==> src/rtl/demux_2_32_buf.sv <==
// demux_2_32_buf: 1-to-2 demultiplexer with a 2-entry FIFO on each output channel.
// in_sel steers each accepted word into channel 0 or channel 1. Each channel then
// drains on its own valid/ready handshake.
// Optional macro DEMUX_TRISTATE_OUT_EN: an empty channel drives its data port to all-z,
// so it can share a bus. Without the macro, the data port holds the last popped word.
module demux_2_32_buf #(
  parameter int unsigned word_size = 32
) (
  input  logic                 clk,
  input  logic                 rst_n,
  input  logic [word_size-1:0] data_in,
  input  logic                 in_valid,
  input  logic                 in_sel,
  output logic                 in_ready,
  output logic [word_size-1:0] data_0,
  output logic [word_size-1:0] data_1,
  output logic                 valid_0,
  output logic                 valid_1,
  input  logic                 ready_0,
  input  logic                 ready_1,
  output logic                 busy
);

  localparam int unsigned NCH   = 2;
  localparam int unsigned DEPTH = 2;
  localparam int unsigned CW    = 2;

  logic [word_size-1:0] mem_q  [NCH][DEPTH];
  logic [word_size-1:0] mem_d  [NCH][DEPTH];
  logic [word_size-1:0] last_q [NCH];
  logic [word_size-1:0] last_d [NCH];
  logic [word_size-1:0] head_c [NCH];
  logic [CW-1:0]        count_q [NCH];
  logic [CW-1:0]        count_d [NCH];
  logic [NCH-1:0]       wr_ptr_q, wr_ptr_d;
  logic [NCH-1:0]       rd_ptr_q, rd_ptr_d;
  logic [NCH-1:0]       push_c, pop_c, valid_c, ready_dn_c;
  logic                 rst_meta_q, run_q;

  // Reset release synchronizer: no push or pop until release has been sampled twice
  always_ff @(posedge clk or negedge rst_n) begin
    if (!rst_n) begin
      rst_meta_q <= 1'b0;
      run_q      <= 1'b0;
    end else begin
      rst_meta_q <= 1'b1;
      run_q      <= rst_meta_q;
    end
  end

  // Acceptance depends only on the selected channel's occupancy, never on its downstream ready
  always_comb begin
    in_ready = (count_q[in_sel] < CW'(DEPTH));
  end

  // Per-channel handshakes and head-of-queue view
  always_comb begin
    ready_dn_c = {ready_1, ready_0};
    push_c     = '0;
    pop_c      = '0;
    valid_c    = '0;
    for (int ch = 0; ch < int'(NCH); ch++) begin
      valid_c[ch] = (count_q[ch] != '0);
      head_c[ch]  = mem_q[ch][rd_ptr_q[ch]];
      push_c[ch]  = run_q && in_valid && in_ready && (in_sel == 1'(ch));
      pop_c[ch]   = run_q && valid_c[ch] && ready_dn_c[ch];
    end
  end

  // Next-state for storage, pointers, occupancy and last-popped word
  always_comb begin
    mem_d    = mem_q;
    last_d   = last_q;
    count_d  = count_q;
    wr_ptr_d = wr_ptr_q;
    rd_ptr_d = rd_ptr_q;
    for (int ch = 0; ch < int'(NCH); ch++) begin
      if (push_c[ch]) begin
        mem_d[ch][wr_ptr_q[ch]] = data_in;
        wr_ptr_d[ch]            = ~wr_ptr_q[ch];
      end
      if (pop_c[ch]) begin
        last_d[ch]   = head_c[ch];
        rd_ptr_d[ch] = ~rd_ptr_q[ch];
      end
      count_d[ch] = count_q[ch] + CW'(push_c[ch]) - CW'(pop_c[ch]);
    end
  end

  // State registers; reset discards every buffered word
  always_ff @(posedge clk or negedge rst_n) begin
    if (!rst_n) begin
      for (int ch = 0; ch < int'(NCH); ch++) begin
        for (int e = 0; e < int'(DEPTH); e++) begin
          mem_q[ch][e] <= '0;
        end
        last_q[ch]  <= '0;
        count_q[ch] <= '0;
      end
      wr_ptr_q <= '0;
      rd_ptr_q <= '0;
    end else begin
      mem_q    <= mem_d;
      last_q   <= last_d;
      count_q  <= count_d;
      wr_ptr_q <= wr_ptr_d;
      rd_ptr_q <= rd_ptr_d;
    end
  end

  assign valid_0 = valid_c[0];
  assign valid_1 = valid_c[1];
  assign busy    = valid_c[0] | valid_c[1];

`ifdef DEMUX_TRISTATE_OUT_EN
  // An empty channel releases the shared bus
  assign data_0 = valid_c[0] ? head_c[0] : {word_size{1'bz}};
  assign data_1 = valid_c[1] ? head_c[1] : {word_size{1'bz}};
`else
  // An empty channel holds the last word it delivered
  assign data_0 = valid_c[0] ? head_c[0] : last_q[0];
  assign data_1 = valid_c[1] ? head_c[1] : last_q[1];
`endif

endmodule

==> config.mk <==
export PLATFORM = sky130hd
export DESIGN_NAME = demux_2_32_buf
export DESIGN_NICKNAME = d
export VERILOG_FILES = /design/src/rtl/demux_2_32_buf.sv
export SDC_FILE = /design/constraint.sdc
export NUM_CORES = 1
export LEC_CHECK = 0
export BUFFER_PORTS_ARGS = -buffer_cell sky130_fd_sc_hd__buf_2
export CORE_MARGIN = 5
export CORE_UTILIZATION = 55
export DETAILED_ROUTE_END_ITERATION = 10
export PLACE_DENSITY = 0.8
export SYNTH_ARGS = -nofsm -noshare
export SYNTH_HDL_FRONTEND = slang
export SYNTH_SLANG_ARGS = --single-unit
==> constraint.sdc <==
create_clock -name clk -period 5 [get_ports clk]
set_clock_uncertainty 0.2 [all_clocks]
set_input_delay 0.5 -clock clk [delete_from_list [all_inputs] [get_ports clk]]
set_output_delay 0.5 -clock clk [all_outputs]
set_load 0.02 [all_outputs]
==> run_results.csv <==
group,metric,value,unit
die,io_pins,106,
synthesis,synth-simple-area-share,6.305,%
clock_network,clkTransAtPathRegs,60,ps
synthesis,syn-cell-area,0.009049,mm2
synthesis,synth_top_family_by_area,"multiplexers",
clock_network,cts_buffers,21,
global_routing,grt_pass1_wl,32.66,mm
route,drt.antenna.violating_nets,0,
global_routing,grt_pass1_vias,6238,
place,dp.cells,1010,
timing,tightest_slew,1108,ps
clock_network,clock-root-buffer,"clkbuf_16",
timing,fin_hold_ws,81.72,ps
synthesis,synthMuxAreaShare,25.61,%
synthesis,syn_inst,731,
synthesis,synth.net_count,773,
critical_path,cp_cell_sequence,"or2_2, buf_4, nor2_1, a21oi_1, buf_2",
route,drt_drc_violations_left,0,
critical_path,r2r_start,"count_q[3]",
timing,period_share,62.83,%
final_layout,fin_nets,860,
synthesis,yosys_warnings,0,
final_layout,area_growth,14.41,%
worst_hold_path,hold_class,"in2reg",
critical_path,crit_slowest_cell,"or2_2",
pwr,p_leak,5.143,nW
timing,fin_crit,3142,ps
timing,max_freq,318.3,MHz
pwr,combinationalPowerShare,42.5,%
critical_path,worstPathMaxFanout,35,
pwr,switching_power,0.003118,W
route,drtIter0Drc,333,
synthesis,synth_edf_count,0,
critical_path,cp-endpoint,"data_0[24]",
clock_network,clockBufferDepth,3,
timing,slew_headroom,25.94,%
clock_network,clk_latency,490,ps
pwr,internal_power,0.004877,W
synthesis,synthTopCellsByArea,"dfrtp_1 56%, mux2_4 10%, mux2_2 8.5%",
synthesis,postSynthAreaPerCell,12.38,um2
route,avgViaCountPerCell,5.492,
synthesis,synthTopCellsByCount,"202 x dfrtp_1, 68 x mux2_2, 66 x nor2_1",
route,vias,5761,
timing,slew_viol_final,0,
clock_network,cts_setup_buffers,0,
final_layout,postLayoutCoreUtil,64.70,%
clock_network,cts_tree,"built",
synthesis,async_reset_ff_share,100.0,%
route,drt-total-wl,19.49,mm
place,portBuffers,105,
synthesis,yosysUniqueCellTypes,23,
global_routing,grt_max_degree,116,
synthesis,netlist.area_leader.share,55.86,%
critical_path,crit_path_start_kind,"register",
synthesis,ys_seq_area_share,55.86,%
synthesis,synth.ff_latch_count,202,
synthesis,yosysMostFrequentCell,"dfrtp_1",
critical_path,cp.arrival,2440,ps
clock_network,cts.sinks,202,
critical_path,crit_path_end_kind,"output port",
final_layout,drive_gt1_share,34.25,%
place,gp_congestion,0.7570,
status,status,"completed",
critical_path,cp_data_required_time,4300,ps
pwr,p_clk_share,20.2,%
die,die_h,138.3,um
global_routing,grt_overflow,0,
synthesis,synth_xor_area_share,0.7743,%
pwr,pwr-share-seq,37.3,%
die,fp-row-count,46,
pwr,total_power,0.007995,W
timing,grt_setup_unrepaired,"no",
route,wire_per_inst,18.58,um
die,die_width,138.3,um
die,dieArea,0.01912,mm2
timing,final.setup.tns,0,ps
global_routing,gr-usage-all-layers,20.57,%
critical_path,max_stage_delay,610,ps
global_routing,antenna_found_initial,1,
critical_path,worstSetupPathType,"reg2out",
pwr,switching_share,39.00,%
synthesis,synth-compound-area-share,7.246,%
synthesis,ys.flop_type,"dfrtp_1",
critical_path,startpoint,"count_q[3]",
route,dr.pass1.iters,4,
run,maxCapViolCount,0,
final_layout,stdcell_count,1049,
critical_path,worstReg2RegEnd,"count_q[3]",
timing,finalHoldViolations,0,
critical_path,reg2reg_depth,8,
die,core_area,0.01600,mm2
clock_network,htreeDepth,1,
timing,setup_viol,0,
synthesis,synthAdderAreaFrac,0.5531,%
place,dp.final_hpwl,12.13,mm
pwr,power_density,772.3,mW/mm2
die,start_util,56.55,%
synthesis,synth_largest_area_cell,"dfrtp_1",
pwr,ir_worst_vdd,0.0005336,V
critical_path,rrSetupSlack,2640,ps
-- critical path: cells and delay by family (launching register included) --
family | cells | cell delay, ps
DFF | 1 | 410
and+or+nand+nor | 2 | 680
buffers and inverters | 2 | 670
AOI/OAI and AO/OA | 1 | 150
-- through the flow --
step / instance area (um2) / setup slack [ps]
2_1_floorplan: 9049 / 2709
3_3_place_gp: 9627 / 2481
3_5_place_dp: 9627 / 2394
4_1_cts: 10350 / 1847
5_1_grt: 10350 / 1721
6_report: 10350 / 1858
-- worst min-delay path by stage --
| stage | start | endpoint | slack (ps) | cells after the start |
|---|---|---|---|---|
| global placement | rst_meta_q | run_q | 130 | 0 |
| global route | data_in[18] | mem_q[82] | 80 | 2 |
| CTS | data_in[17] | mem_q[81] | 70 | 2 |
| finish | data_in[1] | mem_q[65] | 80 | 2 |
| floorplan | rst_n | count_q[0] | 4 | 0 |
| detailed placement | rst_meta_q | run_q | 140 | 0 |
-- cell type report --
cell class	count	area, um2
Clock inverter	8	117.6
Multi-Input combinational cell	473	3682
Clock buffer	29	595.6
Timing Repair Buffer	114	604.3
Tap cell	216	270.3
Fill cell	1240	5648
Inverter	6	22.52
Sequential cell	202	5057
Antenna cell	1	2.502
-- kinds of logic (layout without fill, tap and decap cells) --
| family | count (synthesis) | in the layout |
|---|---|---|
| flip-flops | 202 | 202 |
| multiplexers | 193 | 193 |
| AND/OR/NAND/NOR | 137 | 137 |
| AO/OA/AOI/OAI | 130 | 130 |
| buffers and inverters | 56 | 157 |
| XOR/XNOR | 8 | 8 |
| adder cells (fa/ha/maj) | 4 | 4 |
| other | 1 | 2 |
-- registers in the layout (all words and copies together), names as in the netlist --
register	flops
rd_ptr_q	2
run_q	1
last_q	64
rst_meta_q	1
count_q	4
wr_ptr_q	2
mem_q	128
-- power by group through the flow --
stage          combinational (W)  sequential, W  clock, W
6_report                 0.00340        0.00298   0.00161
3_5_place_dp             0.00342        0.00298         0
4_1_cts                  0.00344        0.00298   0.00164
2_1_floorplan            0.00260        0.00271         0
3_3_place_gp             0.00333        0.00295         0
5_1_grt                  0.00371        0.00308   0.00171
-- metal layers --
layer	part of all wire, %	GRT usage [%]	wire length, um	vias to the layer above
li1	-	-	-	2687
met1	45	27.53	8776	2898
met2	48	34.56	9292	134
met3	4.4	3.690	860	42
met4	2.9	6.188	560	0
met5	0	0	0	-
-- placed cells by master (no fill, tap or decap), types with 4 or more instances in the layout --
cell type    n
a21oi_1     64
buf_2      104
buf_4        8
clkbuf_1     4
clkbuf_16   21
clkbuf_8     5
clkinv_2     4
dfrtp_1    200
ha_1         4
inv_1        6
mux2_2      68
mux2_4      60
mux2i_1     65
nand2_1     64
nor2_1      64
o21ai_0     64
or2_2        5
xnor2_1      8
-- timing repair --
item / 4_1_cts / 5_1_grt
endpoints found under the hold margin: 111 / 0
resized for setup: 0 / 0
hold buffers: 1 / 0
(Power assumes the default switching activity.)
